**config.mk**
```make
export PLATFORM = sky130hd
export DESIGN_NAME = shift_out_reg
export DESIGN_NICKNAME = d
export VERILOG_FILES = /design/src/rtl/shift_out_reg_pkg.sv /design/src/rtl/shift_out_reg.sv
export SDC_FILE = /design/constraint.sdc
export NUM_CORES = 1
export LEC_CHECK = 0
export ABC_AREA = 0
export BUFFER_PORTS_ARGS = -buffer_cell sky130_fd_sc_hd__buf_2
export CORE_MARGIN = 2
export CORE_UTILIZATION = 56
export CTS_CLUSTER_SIZE = 12
export DETAILED_ROUTE_END_ITERATION = 10
export PLACE_DENSITY_LB_ADDON = 0.15
export SLEW_MARGIN = 20
export SYNTH_ARGS = -nofsm -noshare
export SYNTH_HDL_FRONTEND = slang
export SYNTH_SLANG_ARGS = --single-unit
export TNS_END_PERCENT = 10
```
**constraint.sdc**
```tcl
create_clock -name i_CLK -period 1.7 [get_ports i_CLK]
set_clock_uncertainty 0.1 [all_clocks]
set_input_delay 0 -clock i_CLK [delete_from_list [all_inputs] [get_ports i_CLK]]
set_output_delay 0 -clock i_CLK [all_outputs]
set_load 0.01 [all_outputs]
```
**src/rtl/shift_out_reg_pkg.sv**
```systemverilog
// rtl/shift_out_reg_pkg.sv - shared FSM state type and default width for the PISO serializer
package shift_out_reg_pkg;

  // Serializer FSM: waiting for a load, or streaming bits out
  typedef enum logic {
    IDLE  = 1'b0,
    SHIFT = 1'b1
  } state_e;

  localparam int SHIFT_OUT_DEFAULT_WIDTH = 32;

endpackage

```
**src/rtl/shift_out_reg.sv**
```systemverilog
// rtl/shift_out_reg.sv - parallel-in serial-out shift register, MSB first (optional o_BUSY via SHIFT_OUT_REG_BUSY_EN)
import shift_out_reg_pkg::*;

module shift_out_reg #(
  parameter int DATA_WIDTH = SHIFT_OUT_DEFAULT_WIDTH
) (
  input  logic                  i_CLK,
  input  logic                  i_RST_N,
  input  logic                  i_START,
  input  logic [DATA_WIDTH-1:0] i_D,
`ifdef SHIFT_OUT_REG_BUSY_EN
  output logic                  o_BUSY,
`endif
  output logic                  o_Q
);

  localparam int              CW       = $clog2(DATA_WIDTH) + 1;
  localparam logic [CW-1:0]   LAST_CNT = CW'(DATA_WIDTH - 1);

  state_e                  state_q, state_d;
  logic [DATA_WIDTH-1:0]   sreg_q,  sreg_d;
  logic [CW-1:0]           cnt_q,   cnt_d;

  // Next-state: a start always (re)loads; otherwise shift until the last bit-time, then clear
  always_comb begin
    state_d = state_q;
    sreg_d  = sreg_q;
    cnt_d   = cnt_q;
    if (i_START) begin
      sreg_d  = i_D;
      cnt_d   = '0;
      state_d = SHIFT;
    end else if (state_q == SHIFT) begin
      cnt_d = cnt_q + CW'(1);
      if (cnt_q == LAST_CNT) begin
        // Last bit has been on the line for one cycle; return the line to idle 0
        sreg_d  = '0;
        state_d = IDLE;
      end else begin
        sreg_d = {sreg_q[DATA_WIDTH-2:0], 1'b0};
      end
    end
  end

  // State registers; reset abandons any transfer in progress
  always_ff @(posedge i_CLK or negedge i_RST_N) begin
    if (!i_RST_N) begin
      state_q <= IDLE;
      sreg_q  <= '0;
      cnt_q   <= '0;
    end else begin
      state_q <= state_d;
      sreg_q  <= sreg_d;
      cnt_q   <= cnt_d;
    end
  end

  // Serial line comes straight from the top shift-register flop
  assign o_Q = sreg_q[DATA_WIDTH-1];

`ifdef SHIFT_OUT_REG_BUSY_EN
  logic busy_q, busy_d;

  always_comb begin
    busy_d = (state_d == SHIFT);
  end

  // Busy flag registered alongside the FSM so it drops on the same edge o_Q returns to 0
  always_ff @(posedge i_CLK or negedge i_RST_N) begin
    if (!i_RST_N) begin
      busy_q <= 1'b0;
    end else begin
      busy_q <= busy_d;
    end
  end

  assign o_BUSY = busy_q;
`endif

endmodule

```
Word level (Yosys, flattened, before mapping)
Cells that the tools add are included.
{"block": "totals", "out_inout_bits": 1, "register_bits": 39, "input_bits": 35}
{"block": "classes", "add_sub_neg": 1, "n_reduce_logical": 1, "muxes": 8, "eq_ne": 1}
{"op": "32-bit two-way mux", "count": 3}
{"op": "6-bit two-way mux", "count": 2}
{"op": "6-bit by 1-bit adder with 6-bit output (second input constant)", "count": 1}
{"op": "6-bit by 5-bit == test with 1-bit output (second input constant)", "count": 1}
{"op": "1-bit two-way mux", "count": 3}
{"op": "2-bit nonzero test", "count": 1}

Longest topological paths before layout
Gate-level depths: netlist (run 1).
{"block": "logic_depth", "word_depth": 4, "depth_mapped": 5, "mapped_depth_nobuf": 4}

Worst setup path after synthesis (run 1)
OpenSTA, ideal clock, no wires.
{"block": "synth_timing", "path_kind": "register -> register", "from": "reg cnt_q[0]", "to": "reg sreg_q[30]", "arrival_time_ns": 1.157, "path_buffers": 1, "synth_period_minus_slack_ns": 1.382, "setup_slack_ns": 0.318, "path_stages_with_launch": 6, "cell_sequence": "dfrtp_1 -> ha_1 -> nand2_1 -> nor3_4 -> buf_8 -> o21ai_2"}
{"block": "synth_between", "elab_chain_cells": 4}
{"element": "from (decl)", "line_no": "shift_out_reg.sv:22", "text": "logic [CW-1:0] cnt_q, cnt_d;"}
{"element": "from (signal assigned)", "line_no": "shift_out_reg.sv:54", "text": "cnt_q <= cnt_d;"}
{"element": "6-bit by 5-bit == test with 1-bit output", "line_no": "shift_out_reg.sv:35", "text": "if (cnt_q == LAST_CNT) begin"}
{"element": "32-bit two-way mux", "line_no": "shift_out_reg.sv:35"}
{"element": "32-bit two-way mux", "line_no": "shift_out_reg.sv:33", "text": "end else if (state_q == SHIFT) begin"}
{"element": "32-bit two-way mux", "line_no": "shift_out_reg.sv:29", "text": "if (i_START) begin"}
{"element": "to (signal assigned)", "line_no": "shift_out_reg.sv:53", "text": "sreg_q <= sreg_d;"}
{"element": "to (decl)", "line_no": "shift_out_reg.sv:21", "text": "logic [DATA_WIDTH-1:0] sreg_q, sreg_d;"}
Every way passes these cells. The select of a mux whose other input is x is not followed.
A chain may end at the register's enable or synchronous reset.

Final worst setup path (run 1)
{"block": "layout_timing", "from": "reg cnt_q[0]", "to": "reg sreg_q[1]"}
The elaborated chain is that of the path after synthesis.

==> results of run 1 <==
## tightest hold or removal path: cells and delay by family
kind                   cells  cell delay [ns]
buffers and inverters      1             0.22
AO/OA/AOI/OAI              2             0.25
## state kept, by name, summed over array words and instances, names as in the netlist
name and count:
cnt_q 6, sreg_q 32, state_q 1
## power by group through the flow
stage | combinational [uW] | sequential (uW) | clock (uW)
6_report | 312 | 1040 | 631
5_1_grt | 344 | 1050 | 679
4_1_cts | 313 | 1040 | 645
3_5_place_dp | 253 | 1060 | 0
3_3_place_gp | 243 | 1050 | 0
2_1_floorplan | 167 | 1050 | 0
## worst max path at each step
stage	start	endpoint	slack [ns]	cells past startpoint
floorplan	cnt_q[0]$_DFFE_PN0P_	sreg_q[30]$_DFFE_PN0P_	0.32	5
global placement	cnt_q[0]$_DFFE_PN0P_	sreg_q[1]$_DFFE_PN0P_	0.32	5
detailed placement	cnt_q[0]$_DFFE_PN0P_	sreg_q[30]$_DFFE_PN0P_	0.29	5
CTS	cnt_q[0]$_DFFE_PN0P_	sreg_q[1]$_DFFE_PN0P_	0.28	5
global route	cnt_q[0]$_DFFE_PN0P_	sreg_q[30]$_DFFE_PN0P_	0.18	5
finish	cnt_q[0]$_DFFE_PN0P_	sreg_q[1]$_DFFE_PN0P_	0.28	5
## per-layer routing
metal,global-route usage,wire length [um],vias up
li1,-,-,871
met1,0.253,1900,846
met2,0.437,2380,39
met3,0.0596,163,10
met4,0.0740,86,0
met5,0,0,-
## cells by family after synthesis
| group | share of synthesized area |
|---|---|
| AOI/OAI and AO/OA | 0.211 |
| xor gates and xnor gates | 0.0163 |
| adders and majority gates | 0.00582 |
| buffers and inverters | 0.0605 |
| DFF | 0.454 |
| muxes | 0.00465 |
| and+or+nand+nor | 0.248 |
## stage by stage
step	instance area, um2	utilization	instances	worst slack (ns)	power [uW]
final	2760	0.749	318	0.285	1990
after global routing	2760	0.749	318	0.175	2070
after CTS	2760	0.749	318	0.278	2000
after detailed placement	2350	0.636	278	0.292	1310
after global placement	2350	0.636	278	0.324	1290
after floorplan	2150	-	208	0.318	1210
## cell type report
class,count,area share
Multi-Input combinational cell,147,0.378
Sequential cell,39,0.354
Timing Repair Buffer,76,0.214
Clock buffer,6,0.0299
Tap cell,48,0.0217
Clock inverter,1,0.00181
Inverter,1,0.00136
## timing repair
item / 4_1_cts / 5_1_grt
hold buffers: 33 / 0
buffers inserted: 0 / 0
hold endpoints to repair: 71 / 0
gates resized for setup: 0 / 0
## layout by cell type (no fill, tap or decap), types with 2 or more instances in the layout
cell type      count
buf_12             2
o21ai_2           29
nor2_1             6
clkbuf_8           6
nand2_1            4
buf_4              6
nand3b_1          30
a21oi_1           30
a22oi_1            2
xor2_1             3
dlygate4sd3_1     33
nor3b_1           29
buf_2             35
dfrtp_1           38
o21ai_0            2
==> flow_summary_export.csv, run 1 <==
group,metric,value,unit
hold_path,hold_depth,3,
critical_path,crit_family,"flip-flops",
floorplanning,pin_count,36,
critical_path,start_kind,"flip-flop",
power_and_ir_drop,p_comb_frac,0.157,
synthesis,synth-async-reset-ratio,1.00,
hold_path,hold_path_startpoint,"i_START",
floorplanning,die_y,66.0,um
synthesis,ys_top_cells_by_count,"39 x dfrtp_1, 30 x a21oi_1, 30 x nand3b_1",
synthesis,yosysUniqueCellTypes,27,
outcome,outcome,"complete, no violations",
power_and_ir_drop,switching_power,488,uW
critical_path,worstRegToRegCells,5,
timing,slew_headroom,0.418,
timing,setup_tns,0,ns
power_and_ir_drop,swShare,0.246,
clock_network,cts.sinks,39,
timing,post-route-min-period,1.42,ns
synthesis,synth_edf_count,0,
critical_path,end_kind,"flip-flop",
floorplanning,dieWidth,66.0,um
critical_path,cp_slowest_cell,"dfrtp_1",
critical_path,cp.arrival,1.51,ns
clock_network,path_clk_slew,0.08,ns
synthesis,ys_warn_count,0,
critical_path,path_buf_inv,1,
floorplanning,initial_core_util,0.583,
final_layout,drive_gt1_frac,0.311,
detailed_routing,wire_per_inst,14.3,um
final_layout,multi_input_area,1040,um2
synthesis,synth_top_flop_cell,"dfrtp_1",
synthesis,synth-seq-cells,39,
global_routing,grt_overflow,0,
final_layout,antenna_cells,0,
global_routing,grt_max_degree,53,
timing,timing.final.crit_share,0.833,
timing,whs,0.118,ns
timing,worstMarginPinSlew,0.873,ns
timing,slew_violations,0,
final_layout,final.fill_count,279,
critical_path,path_class,"flip-flop to flip-flop",
floorplanning,core-area,3690,um2
clock_network,cts_tree,"built",
floorplanning,rows,22,
critical_path,cp_cell_sequence,"ha_1 > nand2_1 > nor3_4 > buf_4 > o31ai_1",
final_layout,nets,306,
critical_path,max_stage_delay,0.41,ns
floorplanning,die_area,4350,um2
clock_network,cts_made_buffers,5,
power_and_ir_drop,pwr-share-seq,0.525,
detailed_routing,ant_nets,0,
clock_network,cts_buffer_depth,2,
global_routing,grtUsageTotal,0.232,
hold_path,hp-class,"input port to flip-flop",
synthesis,synth.area.top_cells,"dfrtp_1 45%, o21ai_2 12%, nand3b_1 10%",
critical_path,path_max_fanout,10,
detailed_routing,drtIter0Drc,105,
power_and_ir_drop,ir_drop,498,uV
power_and_ir_drop,p_int,1500,uW
job,maxCapViolations,0,
power_and_ir_drop,pwr-share-clk,0.318,
clock_network,clock_latency,0.29,ns
timing,finalSetupViolations,0,
synthesis,avgSynthCellArea,10.3,um2
power_and_ir_drop,power_leakage,0.00112,uW
detailed_routing,routed_wl,4.53,mm
global_routing,grt_pass1_vias,1845,
detailed_routing,vias,1766,
synthesis,synth_top_area_cell,"dfrtp_1",
final_layout,register_area,977,um2
detailed_routing,remaining_drc_errors,0,
critical_path,crit_required,1.79,ns
detailed_routing,vias_per_cell,5.55,
global_routing,grt_pass1_wl,7.71,mm
final_layout,syn_to_final_growth,28.5,%
placed_design,gp_congestion,0.713,
synthesis,syn_area,2150,um2
timing,fmax,0.707,GHz
power_and_ir_drop,p_per_area,718,nW/um2
placed_design,dp_hpwl,2.74,mm
synthesis,seq_area_frac_synth,0.454,
critical_path,r2r_setup_slack,0.28,ns
placed_design,port_buffers,35,
clock_network,clock-root-buffer,"clkbuf_8",
clock_network,cts-htree-levels,2,
synthesis,yosysMostFrequentCell,"dfrtp_1",
timing,rsz0062_at_grt,"no",
synthesis,synth_top_area_frac,0.454,
hold_path,holdPathEnd,"sreg_q[29]$_DFFE_PN0P_",
critical_path,r2r_start,"cnt_q[0]$_DFFE_PN0P_",
timing,hold_viol_final,0,
synthesis,syn-num-nets,244,
global_routing,antenna_found_initial,0,
synthesis,synthCells,208,
critical_path,r2r-end,"sreg_q[1]$_DFFE_PN0P_",
detailed_routing,drtPass1Iterations,4,
No activity file was read; power rests on OpenSTA's default activity.
==> inputs of run 2 (changes only) <==
CORE_UTILIZATION = 50   (was 56)
clock period = 1.25 ns   (was 1.7 ns; I/O delays follow)
==> flow_summary_export.csv, run 2 (synthesized netlist as in run 1, its figures left out) <==
group,metric,value,unit
floorplanning,die_y,69.6,um
final_layout,syn_to_final_growth,32.2,%
outcome,outcome,"complete, but fails checks",
timing,timing.final.crit_share,1.06,
critical_path,end_kind,"flip-flop",
floorplanning,core-area,4060,um2
job,maxCapViolations,0,
power_and_ir_drop,total_power,2790,uW
timing,hold_viol_final,0,
global_routing,grt_max_degree,70,
outcome,failed_checks,"negative setup slack",
clock_network,cts.sinks,39,
final_layout,regMostFlops,"sreg_q",
clock_network,cts-htree-levels,2,
timing,slew_headroom,0.668,
timing,worstMarginPinSlew,0.499,ns
timing,finalSetupViolations,32,
critical_path,crit_family,"flip-flops",
final_layout,utilization,0.701,
critical_path,max_stage_delay,0.36,ns
power_and_ir_drop,p_per_area,983,nW/um2
timing,fmax,0.752,GHz
timing,post-route-min-period,1.33,ns
floorplanning,pin_count,36,
critical_path,path_class,"flip-flop to flip-flop",
clock_network,clock_latency,0.29,ns
clock_network,cts_buffer_depth,2,
final_layout,antenna_cells,0,
final_layout,final_common_cell,"dfrtp_1",
detailed_routing,vias,1803,
clock_network,clock-root-buffer,"clkbuf_8",
critical_path,start_kind,"flip-flop",
final_layout,reg_top3,"sreg_q: 32 flops, cnt_q: 6 flops, state_q: 1 flops",
critical_path,cp_slowest_cell,"dfrtp_1",
timing,worst_slack,-0.0797,ns
timing,rsz0062_at_grt,"yes",
global_routing,grt_pass1_wl,7.95,mm
final_layout,largest_register_ffs,32,
clock_network,path_clk_slew,0.07,ns
floorplanning,rows,23,
floorplanning,dieWidth,69.6,um
detailed_routing,remaining_drc_errors,0,
global_routing,grt_overflow,0,
placed_design,gp_congestion,0.759,
critical_path,path_max_fanout,13,
global_routing,antenna_found_initial,0,
detailed_routing,drtIter0Drc,89,
final_layout,drive_gt1_frac,0.335,
timing,whs,0.0813,ns
final_layout,layout_common_cells,"38 x dfrtp_1, 35 x buf_2, 33 x dlygate4sd3_1",
detailed_routing,vias_per_cell,5.50,
detailed_routing,wire_per_inst,14.3,um
timing,slew_violations,0,
detailed_routing,routed_wl,4.70,mm
critical_path,path_buf_inv,1,
detailed_routing,ant_nets,0,
global_routing,grt_pass1_vias,1770,
power_and_ir_drop,power_leakage,0.00116,uW
global_routing,grtUsageTotal,0.205,
floorplanning,initial_core_util,0.530,
critical_path,r2r_setup_slack,-0.08,ns
critical_path,crit_required,1.32,ns
floorplanning,die_area,4840,um2
placed_design,dp_hpwl,2.95,mm
hold_path,hp-class,"input port to flip-flop",
placed_design,port_buffers,35,
critical_path,cp.arrival,1.40,ns
clock_network,cts_made_buffers,5,
power_and_ir_drop,ir_drop,608,uV
critical_path,cp_cell_sequence,"ha_2 > nand2_2 > nor3_4 > buf_6 > o21ai_2",
clock_network,cts_tree,"built",
detailed_routing,drtPass1Iterations,4,
timing,setup_tns,-2.06,ns
final_layout,nets,313,
[run 2: cell count changes in the layout (fill, tap and decap cells not counted), sizes merged]
cell and change:
buf +7, clkinv -1, clkbuf +2
[run 2: metal layers]
layer  vias up  wire length [um]  global-route usage
met2        33              2340               0.357
li1        888                 -                   -
met4         0                97              0.0806
met1       872              2090               0.244
met5         -                 0                   0
met3        10               176              0.0494
[run 2: area by class of cell]
| cell class | count | area (um2) |
|---|---|---|
| fillers | 337 | 1210 |
| multi-input cells | 147 | 1050 |
| flip-flops and latches | 39 | 977 |
| repair buffers | 83 | 651 |
| clock buffers | 8 | 100 |
| well taps | 50 | 62.6 |
| inverters | 1 | 3.75 |
[run 2: per-stage QoR]
step | setup WS (ns) | cell area (um2) | std cells
floorplan | -0.122 | 2160 | 208
global placement | -0.0580 | 2410 | 287
detailed placement | -0.121 | 2410 | 287
CTS | -0.0986 | 2840 | 328
global route | -0.139 | 2840 | 328
finish | -0.0797 | 2840 | 328
[run 2: path summary, 6_finish.rpt]
path	start	to	depth (start not counted)
worst min-delay path	i_START	cnt_q[0]$_DFFE_PN0P_	3
max in group asynchronous	i_RST_N	state_q$_DFF_PN0_	3
min in group asynchronous	i_RST_N	sreg_q[0]$_DFFE_PN0P_	3
worst min register to register	sreg_q[31]$_DFFE_PN0P_	sreg_q[31]$_DFFE_PN0P_	2
worst max register to register	cnt_q[0]$_DFFE_PN0P_	sreg_q[4]$_DFFE_PN0P_	5
worst max-delay path	cnt_q[0]$_DFFE_PN0P_	sreg_q[4]$_DFFE_PN0P_	5
[run 2: power by group]
group / leakage (uW) / internal, uW / switching, uW
sequential: 0.000480 / 1360 / 55.8
combinational: 0.000633 / 254 / 188
clock: 0.0000515 / 504 / 433
total: 0.00116 / 2120 / 677
[run 2: worst register-to-register path: cells and delay by family, from the launching register on]
kind	cells	cell delay, ns
AO/OA/AOI/OAI	1	0.08
adder cells (fa/ha/maj)	1	0.20
buffers and inverters	1	0.24
flip-flops	1	0.36
AND/OR/NAND/NOR	2	0.23
[run 2: repair_timing]
item | CTS | global route
hold buffers | 33 | 0
setup endpoints to repair | 32 | 35
hold endpoints to repair | 71 | 0
gates resized for setup | 2 | 0
pin swaps | 2 | 1
buffers inserted | 0 | 0
==> inputs of run 3 (changes only) <==
SETUP_SLACK_MARGIN = 0.2   (was default)
==> flow_summary_export.csv, run 3 (synthesized netlist as in run 1, its figures left out) <==
group,metric,value,unit
hold_path,hp-class,"input port to flip-flop",
placed_design,gp_congestion,0.759,
job,maxCapViolations,0,
final_layout,final_common_cell,"dfrtp_1",
global_routing,antenna_found_initial,0,
global_routing,grt_max_degree,70,
global_routing,grt_pass1_wl,7.97,mm
detailed_routing,vias,1812,
final_layout,antenna_cells,0,
clock_network,cts_tree,"built",
timing,slew_violations,0,
final_layout,syn_to_final_growth,32.8,%
critical_path,path_buf_inv,1,
detailed_routing,wire_per_inst,14.3,um
final_layout,final.fill_count,333,
floorplanning,dieWidth,69.6,um
critical_path,path_class,"flip-flop to flip-flop",
power_and_ir_drop,p_per_area,980,nW/um2
global_routing,grtUsageTotal,0.206,
floorplanning,die_y,69.6,um
critical_path,crit_family,"flip-flops",
clock_network,cts-htree-levels,2,
clock_network,cts_buffer_depth,2,
final_layout,layout_common_cells,"38 x dfrtp_1, 35 x buf_2, 33 x dlygate4sd3_1",
clock_network,post_cts_buffers,0,
timing,post-route-min-period,1.34,ns
timing,hold_viol_final,0,
placed_design,dp_hpwl,2.95,mm
final_layout,drive_gt1_frac,0.338,
floorplanning,pin_count,36,
clock_network,path_clk_slew,0.07,ns
placed_design,port_buffers,35,
timing,whs,0.0749,ns
final_layout,reg_top3,"sreg_q: 32 flops, cnt_q: 6 flops, state_q: 1 flops",
final_layout,largest_register_ffs,32,
timing,timing.final.crit_share,1.07,
critical_path,end_kind,"flip-flop",
detailed_routing,routed_wl,4.70,mm
outcome,outcome,"complete, but fails checks",
outcome,failed_checks,"negative setup slack",
final_layout,layoutNonFillerInstCount,328,
critical_path,crit_required,1.33,ns
timing,finalSetupViolations,33,
timing,rsz0062_at_grt,"yes",
critical_path,max_stage_delay,0.41,ns
timing,worstMarginPinSlew,0.498,ns
detailed_routing,ant_nets,0,
critical_path,cp.arrival,1.42,ns
final_layout,regMostFlops,"sreg_q",
detailed_routing,drtPass1Iterations,4,
floorplanning,core-area,4060,um2
power_and_ir_drop,total_power,2800,uW
critical_path,path_max_fanout,13,
critical_path,start_kind,"flip-flop",
final_layout,register_area,977,um2
detailed_routing,remaining_drc_errors,0,
power_and_ir_drop,ir_drop,608,uV
floorplanning,initial_core_util,0.530,
clock_network,cts_made_buffers,5,
timing,fmax,0.746,GHz
global_routing,grt_overflow,0,
floorplanning,die_area,4840,um2
global_routing,grt_pass1_vias,1759,
clock_network,clock_latency,0.29,ns
power_and_ir_drop,power_leakage,0.00116,uW
final_layout,nets,313,
critical_path,cp_slowest_cell,"dfrtp_1",
detailed_routing,vias_per_cell,5.52,
clock_network,cts.sinks,39,
placed_design,dpl.cell_count,287,
critical_path,cp_cell_sequence,"ha_4 > nand2_2 > nor3_4 > buf_6 > o21ai_2",
timing,worst_slack,-0.0905,ns
clock_network,clock-root-buffer,"clkbuf_8",
final_layout,multi_input_area,1060,um2
floorplanning,rows,23,
timing,slew_headroom,0.668,
detailed_routing,drtIter0Drc,83,
[run 3: cell counts in the layout (fill, tap and decap cells not counted)]
Identical to the previous run, type by type.
[run 3: routing by layer]
metal / part of all wire / up-vias / GRT usage / routed length [um]
met3: 0.036 / 6 / 0.0451 / 168
met4: 0.011 / 0 / 0.0610 / 53
met5: 0 / - / 0 / 0
li1: - / 889 / - / -
met2: 0.51 / 27 / 0.369 / 2420
met1: 0.44 / 890 / 0.247 / 2060
[run 3: through the flow]
stage	worst slack, ns	cell area [um2]	setup TNS [ns]	util
4_1_cts	-0.0912	2860	-2.47	0.704
3_3_place_gp	-0.0580	2410	-1.36	0.593
2_1_floorplan	-0.122	2160	-3.58	-
6_report	-0.0905	2860	-2.47	0.704
3_5_place_dp	-0.121	2410	-2.98	0.593
5_1_grt	-0.159	2860	-4.77	0.704
[run 3: cell type report]
cell class,instances,area share
multi-input cells,147,0.372
well taps,50,0.0219
clock buffers,8,0.0350
repair buffers,83,0.228
flip-flops and latches,39,0.342
inverters,1,0.00131
[run 3: repair_timing]
item,CTS,global route
endpoints found under the setup margin,37,39
pin swaps,8,0
hold endpoints to repair,71,0
resized for setup,4,1
hold buffers,33,0
[run 3: worst min-delay path, delay by kind of cell]
| kind | cells | cell delay (ns) |
|---|---|---|
| and+or+nand+nor | 1 | 0.10 |
| buffers and inverters | 2 | 0.31 |
[run 3: report_power, final]
group          total, uW  switching [uW]  leakage, uW  internal, uW
clock                936             432    0.0000515           504
sequential          1420            58.9     0.000480          1360
combinational        445             187     0.000629           257
total               2800             678      0.00116          2120
[run 3: path summary, 6_finish.rpt]
check,start,slack [ns],cells past startpoint,endpoint
setup reg to reg,cnt_q[0]$_DFFE_PN0P_,-0.09,5,sreg_q[4]$_DFFE_PN0P_
max in group asynchronous,i_RST_N,0.50,3,state_q$_DFF_PN0_
hold reg to reg,sreg_q[31]$_DFFE_PN0P_,0.41,2,sreg_q[31]$_DFFE_PN0P_
setup / recovery,cnt_q[0]$_DFFE_PN0P_,-0.09,5,sreg_q[4]$_DFFE_PN0P_
hold / removal,i_START,0.07,3,cnt_q[4]$_DFFE_PN0P_
min in group asynchronous,i_RST_N,0.18,3,sreg_q[15]$_DFFE_PN0P_
